## src/rtl/apb3_requester_ctrl_pkg.sv

```systemverilog
// Shared types for the APB3 requester: FSM state encoding and the captured
// response record.
package apb3_requester_pkg;

  localparam int unsigned DATA_W_DEF  = 32;
  localparam int unsigned TIMEOUT_DEF = 256;

  typedef enum logic [1:0] {
    IDLE,
    SETUP,
    ACCESS,
    RESP
  } apb3_req_state_e;

  // Sized for the widest legal bus; narrower instances use the low bits.
  typedef struct packed {
    logic [DATA_W_DEF-1:0] rdata;
    logic                  error;
    logic                  timeout;
  } apb3_rsp_t;

endpackage

```

## src/rtl/apb3_requester_ctrl.sv

```systemverilog
// APB3 requester: one valid/ready command becomes one SETUP/ACCESS transfer,
// answered by one valid/ready response. At most one transfer in flight.
module apb3_requester_ctrl
  import apb3_requester_pkg::*;
#(
  parameter int unsigned AddressWidth  = 20,
  parameter int unsigned DataWidth     = 32,
  parameter int unsigned TimeoutCycles = TIMEOUT_DEF
) (
  input  logic                    clk,
  input  logic                    rst_n,
  input  logic                    cmd_valid,
  output logic                    cmd_ready,
  input  logic                    cmd_write,
  input  logic [AddressWidth-1:0] cmd_addr,
  input  logic [DataWidth-1:0]    cmd_wdata,
  output logic                    rsp_valid,
  input  logic                    rsp_ready,
  output logic [DataWidth-1:0]    rsp_rdata,
  output logic                    rsp_error,
  output logic                    rsp_timeout,
  output logic [AddressWidth-1:0] paddr,
  output logic                    pwrite,
  output logic                    psel,
  output logic                    penable,
  output logic [DataWidth-1:0]    pwdata,
  input  logic [DataWidth-1:0]    prdata,
  input  logic                    pready,
  input  logic                    pslverr
);

  localparam int unsigned CntW    = ($clog2(TimeoutCycles + 1) < 1) ? 1 : $clog2(TimeoutCycles + 1);
  localparam int unsigned LastVal = (TimeoutCycles == 0) ? 0 : TimeoutCycles - 1;
  localparam logic [CntW-1:0] CntLast = CntW'(LastVal);
  localparam logic [CntW-1:0] CntMax  = '1;

  apb3_req_state_e         state_q;
  logic [CntW-1:0]         cnt_q, cnt_d;
  logic [AddressWidth-1:0] paddr_q;
  logic                    pwrite_q;
  logic [DataWidth-1:0]    pwdata_q;
  logic                    psel_q, penable_q, rsp_valid_q;
  apb3_rsp_t               rsp_q;

  always_comb begin
    cnt_d = cnt_q;
    if (cnt_q != CntMax) cnt_d = cnt_q + 1'b1;
  end

  always_ff @(posedge clk or negedge rst_n) begin
    if (!rst_n) begin
      state_q     <= IDLE;
      cnt_q       <= '0;
      paddr_q     <= '0;
      pwrite_q    <= 1'b0;
      pwdata_q    <= '0;
      psel_q      <= 1'b0;
      penable_q   <= 1'b0;
      rsp_valid_q <= 1'b0;
      rsp_q       <= '0;
    end else begin
      case (state_q)
        IDLE: if (cmd_valid) begin
          paddr_q  <= cmd_addr;
          pwrite_q <= cmd_write;
          pwdata_q <= cmd_write ? cmd_wdata : '0;
          psel_q   <= 1'b1;
          state_q  <= SETUP;
        end
        SETUP: begin
          penable_q <= 1'b1;
          cnt_q     <= '0;
          state_q   <= ACCESS;
        end
        ACCESS: begin
          if (pready) begin
            rsp_q.rdata   <= pwrite_q ? '0 : DATA_W_DEF'(prdata);
            rsp_q.error   <= pslverr;
            rsp_q.timeout <= 1'b0;
            psel_q        <= 1'b0;
            penable_q     <= 1'b0;
            rsp_valid_q   <= 1'b1;
            state_q       <= RESP;
          end else if (TimeoutCycles != 0 && cnt_q == CntLast) begin
            // Completer never answered: abort and report a timeout error.
            rsp_q.rdata   <= '0;
            rsp_q.error   <= 1'b1;
            rsp_q.timeout <= 1'b1;
            psel_q        <= 1'b0;
            penable_q     <= 1'b0;
            rsp_valid_q   <= 1'b1;
            state_q       <= RESP;
          end else begin
            cnt_q <= cnt_d;
          end
        end
        RESP: if (rsp_ready) begin
          rsp_valid_q <= 1'b0;
          state_q     <= IDLE;
        end
        default: state_q <= IDLE;
      endcase
    end
  end

  // Gated by rst_n so cmd_ready stays low while reset is held.
  assign cmd_ready   = rst_n & (state_q == IDLE);
  assign paddr       = paddr_q;
  assign pwrite      = pwrite_q;
  assign pwdata      = pwdata_q;
  assign psel        = psel_q;
  assign penable     = penable_q;
  assign rsp_valid   = rsp_valid_q;
  assign rsp_rdata   = rsp_q.rdata[DataWidth-1:0];
  assign rsp_error   = rsp_q.error;
  assign rsp_timeout = rsp_q.timeout;

endmodule

```

## config.mk

```make
export PLATFORM = sky130hd
export DESIGN_NAME = apb3_requester_ctrl
export DESIGN_NICKNAME = d
export VERILOG_FILES = /design/src/rtl/apb3_requester_ctrl_pkg.sv /design/src/rtl/apb3_requester_ctrl.sv
export SDC_FILE = /design/constraint.sdc
export NUM_CORES = 1
export LEC_CHECK = 0
export ABC_AREA = 1
export BUFFER_PORTS_ARGS = -buffer_cell sky130_fd_sc_hd__buf_2
export CELL_PAD_IN_SITES_DETAIL_PLACEMENT = 1
export CELL_PAD_IN_SITES_GLOBAL_PLACEMENT = 2
export CORE_MARGIN = 4
export CORE_UTILIZATION = 27
export DETAILED_ROUTE_END_ITERATION = 10
export GPL_TIMING_DRIVEN = 0
export PLACE_DENSITY_LB_ADDON = 0.1
export SLEW_MARGIN = 30
export SYNTH_ARGS = -nofsm -noshare
export SYNTH_HDL_FRONTEND = slang
export SYNTH_SLANG_ARGS = --single-unit
export TNS_END_PERCENT = 5
```

## constraint.sdc

```tcl
create_clock -name clk -period 2.5 [get_ports clk]
set_clock_uncertainty 0.15 [all_clocks]
set_input_delay 0.375 -clock clk [delete_from_list [all_inputs] [get_ports clk]]
set_output_delay 0.375 -clock clk [all_outputs]
set_load 0.01 [all_outputs]
```

==> results of run 1 <==
[power by group]
group | leakage (nW) | switching (W) | internal, W | total (W)
clock | 0.127 | 0.000625 | 0.000695 | 0.00132
sequential | 1.31 | 0.000367 | 0.00230 | 0.00266
combinational | 1.69 | 0.00157 | 0.00102 | 0.00259
total | 3.13 | 0.00256 | 0.00401 | 0.00657
[layout make-up]
| type | count | area share (%) |
|---|---|---|
| sequential | 101 | 43.8 |
| multi-input combinational | 342 | 26.4 |
| timing repair buffer | 182 | 16.5 |
| tap | 211 | 4.57 |
| clock buffer | 11 | 4.20 |
| buffer | 26 | 2.90 |
| inverter | 18 | 1.17 |
| clock inverter | 4 | 0.433 |
| antenna | 1 | 0.0433 |
[routing by layer]
metal | up-vias | part of all wire, % | global-route usage [%]
li1 | 1921 | - | -
met1 | 1818 | 41 | 18.0
met2 | 110 | 48 | 25.2
met3 | 15 | 8.5 | 6.04
met4 | 4 | 1.3 | 4.80
met5 | - | 0.23 | 0
[timing repair]
action / in CTS / in global routing
endpoints found under the setup margin: 0 / 26
hold buffers: 1 / 0
setup buffers: 0 / 0
hold endpoints to repair: 39 / 0
resized for setup: 0 / 6
[flip-flops by register name, indices dropped and copies added (netlist names)]
signal / cells
rsp_timeout: 1
pwrite: 1
rsp_rdata: 32
paddr: 20
psel: 1
penable: 1
state_q: 2
pwdata: 32
rsp_error: 1
rsp_valid: 1
cnt_q: 9
[worst max-delay path, stage by stage]
cell           delay [ns]
dlygate4sd3_1        0.58
buf_12               0.25
buf_16               0.30
nand2_1              0.09
inv_1                0.06
buf_2                0.12
[cells by family (layout without fill, tap and decap cells)]
group,count (synthesis),in the layout,share of synthesized area (%)
other,0,1,0
and+or+nand+nor,248,248,22.6
adders and majority gates,8,8,2.34
AOI/OAI and AO/OA,86,86,10.7
buffers and inverters,44,241,5.43
DFF,101,101,59.0
[layout by cell type (no fill, tap or decap), types with 4 or more instances in the layout]
cell type | synthesis | final
nand2_1 | 224 | 224
buf_2 | 6 | 185
dfrtp_1 | 101 | 101
o21ai_0 | 66 | 65
inv_1 | 17 | 17
o21ai_1 | 9 | 10
nor2_1 | 9 | 9
clkbuf_16 | 0 | 9
nand3_1 | 8 | 8
buf_4 | 8 | 8
ha_1 | 8 | 8
clkbuf_1 | 8 | 7
buf_6 | 4 | 4
[metrics by stage]
stage | worst slack (ns) | instances | total power [W]
after floorplan | 0.526 | 487 | 0.00413
after global placement | -0.665 | 878 | 0.00527
after detailed placement | 0.101 | 879 | 0.00537
after CTS | 0.0248 | 895 | 0.00672
after global routing | -0.0176 | 895 | 0.00717
final | 0.151 | 896 | 0.00657
[path summary, 6_finish.rpt]
| check | cells past startpoint | from | slack (ns) | endpoint |
|---|---|---|---|---|
| min in group asynchronous | 2 | rst_n | 0.35 | cnt_q[5] |
| max in group asynchronous | 3 | rst_n | 1.26 | pwdata[14] |
| worst min-delay path | 3 | cmd_addr[5] | 0.07 | paddr[5] |
| worst max-delay path | 6 | rst_n | 0.15 | cmd_ready |
| worst min register to register | 2 | paddr[19] | 0.32 | paddr[19] |
| worst max register to register | 11 | cnt_q[0] | 0.21 | cnt_q[6] |
==> impl_metrics.tcl, run 1 <==
set metrics [dict create \
    final_core_util_pct 37.6 \
    power_density_nw_per_um2 1140 \
    rows 45 \
    async_flop_share_pct 100 \
    yosys.area.top_type_share_pct 59.0 \
    port_buffers 180 \
    crit_path_start_kind "input port" \
    firstDrtPassIters 4 \
    synth_most_common_cell "nand2_1" \
    path_class "input port to output pin" \
    rsz0062_at_grt "true" \
    yosysTopAreaCell "dfrtp_1" \
    report.final.setup_viol 0 \
    wirelength_mm 13.2 \
    numClockSinks 101 \
    htree_levels 3 \
    multiInputGateArea_sq_um 1520 \
    fin_crit_sh_pct 94.0 \
    routed_via_density 4.32 \
    routed-via-count 3868 \
    crit_arrival_ns 1.82 \
    routabilityCongestion 0.744 \
    period_minus_slack_ns 2.35 \
    fill_cells 1912 \
    synth_area_leaders "dfrtp_1 59%, nand2_1 20%, o21ai_0 7.7%, ha_1 2.3%, inv_1 1.5%" \
    die_area_sq_um 17900 \
    yosysUniqueCellTypes 26 \
    grt_pass1_vias 4131 \
    cts_buffers 9 \
    grt_pass1_wl_mm 21.7 \
    p_leak_nw 3.13 \
    cp-end-kind "output pin" \
    dpl-instance-area_sq_um 5490 \
    syn_area_sq_um 4280 \
    wire_per_inst_microns 14.7 \
    die_w_microns 134 \
    maxCapViolations 0 \
    route.antenna.remaining_nets 0 \
    max_slew.worst_pin.slew_ns 0.453 \
    drt_drc_violations_left 0 \
    grt_antenna_before_repair 2 \
    ys_seq_area_share_pct 59.0 \
    clock-root-buffer "clkbuf_16" \
    clkTransAtPathRegs_ns 0.07 \
    io_pins 182 \
    start_util_pct 27.9 \
    die_h_microns 134 \
    ir_worst_vdd_mv 0.408 \
    fin_tns_setup_ns 0 \
    core_area_sq_um 15400 \
    cts_tree "yes" \
    yosys_warnings 0 \
    max_freq_mhz 426 \
    syn-num-nets 586 \
    synth_edf_count 0 \
    min_path_type "input port to flop" \
    required_ns 1.98 \
    cts_max_path_buffers 2 \
    post_synth.cell_area_avg_sq_um 8.79 \
    regArea_sq_um 2530 \
    hold_viol_final 0 \
    synthFlopType "dfrtp_1" \
    ys_ff_latch 101 \
    clkLatencyLatePin_ns 0.34 \
    crit_fanout 63 \
    holdWs_ns 0.0725 \
    grt_max_degree 64 \
    slew_headroom_pct 69.8 \
    area_delta_synth_final_pct 34.8 \
    grtUsageTotal_pct 15.1 \
    status "finished clean" \
    overflow 0 \
    drt_iter0_drc 185 \
    maxSlewViolCount 0 \
    stdcell_area_sq_um 5770 \
    synth_top_cells_by_count "224 x nand2_1, 101 x dfrtp_1, 66 x o21ai_0, 17 x inv_1" \
    synth_cells 487 \
    nNetsFinal 779 \
    drive_above_1_share_pct 32.5 \
    post-dp-hpwl_mm 9.97 \
]
Power figures use the tool's default switching activity.
==> run 2, diff against run 1 <==
--- a/config.mk
+++ b/config.mk
@@ -13,7 +13,7 @@
 export CORE_UTILIZATION = 27
 export DETAILED_ROUTE_END_ITERATION = 10
 export GPL_TIMING_DRIVEN = 0
-export PLACE_DENSITY_LB_ADDON = 0.1
+export PLACE_DENSITY = 0.9
 export SLEW_MARGIN = 30
 export SYNTH_ARGS = -nofsm -noshare
 export SYNTH_HDL_FRONTEND = slang
==> impl_metrics.tcl, run 2 (synthesis results as in run 1) <==
set metrics [dict create \
    clock-root-buffer "clkbuf_16" \
    core_area_sq_um 15400 \
    grt_max_degree 61 \
    required_ns 2.59 \
    maxSlewViolCount 0 \
    routed_via_density 4.45 \
    clkLatencyLatePin_ns 0.35 \
    regArea_sq_um 2530 \
    drt_drc_violations_left 0 \
    rsz0062_at_grt "false" \
    path_class "flop to flop" \
    wire_per_inst_microns 14.7 \
    nNetsFinal 780 \
    totalPowerFinal_w 0.00669 \
    route.antenna.remaining_nets 0 \
    power_density_nw_per_um2 1150 \
    overflow 0 \
    die_area_sq_um 17900 \
    routabilityCongestion 0.778 \
    die_h_microns 134 \
    rows 45 \
    crit_fanout 10 \
    cts_buffers 9 \
    grt_antenna_before_repair 0 \
    min_path_type "input port to flop" \
    routed-via-count 3984 \
    antenna_cells 0 \
    fin_tns_setup_ns 0 \
    p_leak_nw 3.14 \
    htree_levels 3 \
    multiInputGateArea_sq_um 1520 \
    max_freq_mhz 437 \
    grt_pass1_vias 4319 \
    clkTransAtPathRegs_ns 0.07 \
    status "finished clean" \
    place_ws_ns 0.0813 \
    fill_cells 1896 \
    die_w_microns 134 \
    wirelength_mm 13.2 \
    cts_tree "yes" \
    final_common_cell "nand2_1" \
    drive_above_1_share_pct 32.6 \
    numClockSinks 101 \
    grt_pass1_wl_mm 21.7 \
    drt_iter0_drc 164 \
    crit_path_start_kind "flop" \
    layout.cells.non_filler 896 \
    final_cell_mix "224 x nand2_1, 185 x buf_2, 101 x dfrtp_1" \
    max_slew.worst_pin.slew_ns 0.418 \
    final_core_util_pct 37.8 \
    cp-end-kind "flop" \
    post-dp-hpwl_mm 10.2 \
    maxCapViolations 0 \
    report.final.setup_viol 0 \
    setup_slack_ns 0.214 \
    crit_arrival_ns 2.38 \
    fin_crit_sh_pct 91.4 \
    hold_viol_final 0 \
    dp_cells 879 \
    ir_worst_vdd_mv 0.410 \
    slew_headroom_pct 72.1 \
    start_util_pct 27.9 \
    io_pins 182 \
    port_buffers 180 \
    period_minus_slack_ns 2.29 \
    grtUsageTotal_pct 15.1 \
    cts_max_path_buffers 2 \
    area_delta_synth_final_pct 35.5 \
    firstDrtPassIters 4 \
]
-- run 2: metrics by stage --
| step | hold slack, ns | cell area [sq um] |
|---|---|---|
| 6_report | 0.0694 | 5800 |
| 4_1_cts | 0.0555 | 5800 |
| 3_3_place_gp | 0.308 | 5450 |
| 5_1_grt | 0.0604 | 5800 |
| 3_5_place_dp | 0.176 | 5480 |
| 2_1_floorplan | -0.0706 | 4280 |
-- run 2: layer usage --
metal | vias up | global-route usage, % | wire, microns | part of all wire [%]
li1 | 1923 | - | - | -
met1 | 1909 | 17.6 | 5320 | 40
met2 | 133 | 24.6 | 6340 | 48
met3 | 19 | 6.19 | 1230 | 9.4
met4 | 0 | 6.11 | 279 | 2.1
met5 | - | 0 | 0 | 0
-- run 2: path summary, 6_finish.rpt --
| check | start | end | slack [ns] | cells after the start |
|---|---|---|---|---|
| max reg2reg | cnt_q[0] | cnt_q[6] | 0.21 | 11 |
| min in group asynchronous | rst_n | pwdata[18] | 0.39 | 3 |
| min reg2reg | paddr[19] | paddr[19] | 0.33 | 2 |
| min | cmd_addr[16] | paddr[16] | 0.07 | 3 |
| max | cnt_q[0] | cnt_q[6] | 0.21 | 11 |
| max in group asynchronous | rst_n | rsp_rdata[15] | 1.50 | 3 |
-- run 2: repair_timing --
action / CTS / global route
endpoints found under the setup margin: 0 / 20
resized for setup: 0 / 4
hold buffers: 2 / 0
endpoints found under the hold margin: 42 / 0
setup buffers: 0 / 0
-- run 2: where the power goes --
group | internal [W] | switching (W) | leakage (nW)
Clock | 0.000775 | 0.000634 | 0.131
Combinational | 0.00102 | 0.00157 | 1.69
Sequential | 0.00230 | 0.000395 | 1.31
Total | 0.00409 | 0.00260 | 3.14
-- run 2: cell type report --
class                   count  share of cell area (%)
flip-flops and latches    101                    43.5
multi-input cells         342                    26.2
repair buffers            183                    16.6
well taps                 211                    4.55
clock buffers              10                    3.94
plain buffers              26                    2.89
inverters                  18                    1.16
clock inverters             5                    1.06
-- run 2: critical path, stage by stage (launching register included) --
cell	delay [ns]
dfrtp_1	0.46
ha_1	0.24
nand2_1	0.10
inv_1	0.09
nand3_1	0.10
nor2_1	0.07
ha_1	0.22
o21ai_2	0.25
buf_6	0.20
nand2_4	0.10
o21ai_1	0.13
nor2_1	0.06
==> run 3, diff against run 2 <==
--- a/config.mk
+++ b/config.mk
@@ -7,13 +7,14 @@
 export LEC_CHECK = 0
 export ABC_AREA = 1
 export BUFFER_PORTS_ARGS = -buffer_cell sky130_fd_sc_hd__buf_2
-export CELL_PAD_IN_SITES_DETAIL_PLACEMENT = 1
-export CELL_PAD_IN_SITES_GLOBAL_PLACEMENT = 2
+export CAP_MARGIN = 5
+export CELL_PAD_IN_SITES_DETAIL_PLACEMENT = 0
+export CELL_PAD_IN_SITES_GLOBAL_PLACEMENT = 1
 export CORE_MARGIN = 4
-export CORE_UTILIZATION = 27
+export CORE_UTILIZATION = 34
 export DETAILED_ROUTE_END_ITERATION = 10
 export GPL_TIMING_DRIVEN = 0
-export PLACE_DENSITY = 0.9
+export PLACE_DENSITY = 0.89
 export SLEW_MARGIN = 30
 export SYNTH_ARGS = -nofsm -noshare
 export SYNTH_HDL_FRONTEND = slang
==> impl_metrics.tcl, run 3 (synthesis results as in run 1) <==
set metrics [dict create \
    io_pins 182 \
    required_ns 2.58 \
    clkTransAtPathRegs_ns 0.07 \
    wire_per_inst_microns 13.8 \
    drt_iter0_drc 166 \
    wirelength_mm 11.8 \
    dp_cells 836 \
    fin_crit_sh_pct 90.4 \
    grt_pass1_wl_mm 19.5 \
    final_common_cell "nand2_1" \
    top_layer "met4" \
    setup_slack_ns 0.240 \
    p_leak_nw 3.14 \
    routed_via_density 4.59 \
    maxSlewViolCount 0 \
    place_ws_ns 0.126 \
    stdcell_area_sq_um 5760 \
    maxCapViolations 0 \
    max_freq_mhz 442 \
    grt_max_degree 58 \
    cts_max_path_buffers 2 \
    start_util_pct 35.2 \
    rsz0062_at_grt "false" \
    hold_viol_final 0 \
    r2r_setup_slack_ns 0.24 \
    routabilityCongestion 0.764 \
    cts_setup_buffers 0 \
    overflow 0 \
    dpl-instance-area_sq_um 5430 \
    route.antenna.remaining_nets 0 \
    status "finished clean" \
    core_area_sq_um 12200 \
    cp-end-kind "flop" \
    post-dp-hpwl_mm 9.01 \
    firstDrtPassIters 4 \
    clock-root-buffer "clkbuf_16" \
    wl_met2_mm 5.64 \
    drive_above_1_share_pct 32.5 \
    timing.rr.end "cnt_q[6]" \
    routed-via-count 3909 \
    period_minus_slack_ns 2.26 \
    ir_worst_vdd_mv 0.426 \
    report.final.setup_viol 0 \
    power_density_nw_per_um2 1150 \
    crit_fanout 10 \
    die_area_sq_um 14500 \
    htree_levels 3 \
    slew_headroom_pct 71.9 \
    drt_drc_violations_left 0 \
    startpoint "cnt_q[0]" \
    antenna_cells 0 \
    holdWs_ns 0.0648 \
    port_buffers 180 \
    cts_buffers 9 \
    min_path_type "input port to flop" \
    max_slew.worst_pin.slew_ns 0.421 \
    wl_met1_mm 4.77 \
    met3_length_mm 1.19 \
    area_delta_synth_final_pct 34.4 \
    grt_antenna_before_repair 0 \
    endpoint "cnt_q[6]" \
    path_class "flop to flop" \
    clkLatencyLatePin_ns 0.35 \
    r2r-start "cnt_q[0]" \
    die_h_microns 120 \
    nNetsFinal 780 \
    rows 40 \
    cts_tree "yes" \
    crit_arrival_ns 2.34 \
    reg2reg_depth 11 \
    layout.cells.non_filler 852 \
    fill_cells 1191 \
    crit_path_start_kind "flop" \
    grt_pass1_vias 4031 \
    worstHoldStart "cmd_addr[18]" \
    final_cell_mix "224 x nand2_1, 185 x buf_2, 101 x dfrtp_1" \
    numClockSinks 101 \
    die_w_microns 120 \
    grtUsageTotal_pct 16.7 \
]
-- run 3: cell types whose count changed in the layout (fill, tap and decap cells not counted) --
cell / previous run / this run
buf_12: 1 / 0
o21ai_4: 0 / 1
clkinv_4: 0 / 1
inv_6: 1 / 0
clkinv_2: 0 / 1
clkinvlp_4: 3 / 1
o21ai_2: 2 / 1
buf_16: 1 / 2
-- run 3: metal layers --
| layer | vias up | GRT usage, % |
|---|---|---|
| li1 | 1926 | - |
| met1 | 1826 | 19.7 |
| met2 | 144 | 27.3 |
| met3 | 13 | 7.39 |
| met4 | 0 | 5.67 |
| met5 | - | 0 |
-- run 3: worst max-delay path: stages, from the launching register on --
cell and delay (ns):
dfrtp_1 0.45, ha_1 0.24, nand2_1 0.13, inv_1 0.09, nand3_1 0.09, nor2_1 0.07
ha_1 0.23, o21ai_4 0.19, buf_6 0.18, nand2_4 0.10, o21ai_1 0.14, nor2_1 0.06
-- run 3: cell type report --
| class | instances | area (sq um) | share of cell area [%] |
|---|---|---|---|
| tap | 168 | 210 | 3.65 |
| sequential | 101 | 2530 | 43.9 |
| inverter | 18 | 67.6 | 1.17 |
| clock buffer | 10 | 229 | 3.98 |
| timing repair buffer | 183 | 972 | 16.9 |
| clock inverter | 4 | 51.3 | 0.891 |
| multi-input combinational | 342 | 1530 | 26.6 |
| buffer | 26 | 168 | 2.91 |
-- run 3: worst min-delay path by stage --
stage                           end  slack [ns]  cells past startpoint
after floorplan            cnt_q[0]       -0.07                      0
after global placement    paddr[16]        0.31                      2
after detailed placement  paddr[19]        0.18                      1
after CTS                 paddr[18]        0.05                      3
after global routing      paddr[18]        0.06                      3
final                     paddr[18]        0.06                      3
-- run 3: power by group --
group	internal (W)	switching [W]	leakage [nW]
Combinational	0.00102	0.00153	1.70
Sequential	0.00230	0.000386	1.31
Clock	0.000765	0.000595	0.134
Total	0.00409	0.00251	3.14
-- run 3: stage by stage --
| stage | total power, W | setup TNS, ns | utilization (%) |
|---|---|---|---|
| final | 0.00660 | 0 | 47.3 |
| after global routing | 0.00713 | 0 | 47.3 |
| after CTS | 0.00669 | 0 | 47.2 |
| after detailed placement | 0.00529 | 0 | 44.6 |
| after global placement | 0.00518 | -15.72 | 44.4 |
| after floorplan | 0.00413 | 0 | - |
-- run 3: repair_timing --
| item | 4_1_cts | 5_1_grt |
|---|---|---|
| endpoints found under the hold margin | 45 | 0 |
| hold buffers | 2 | 0 |
| endpoints found under the setup margin | 0 | 21 |
| gates resized for setup | 0 | 5 |
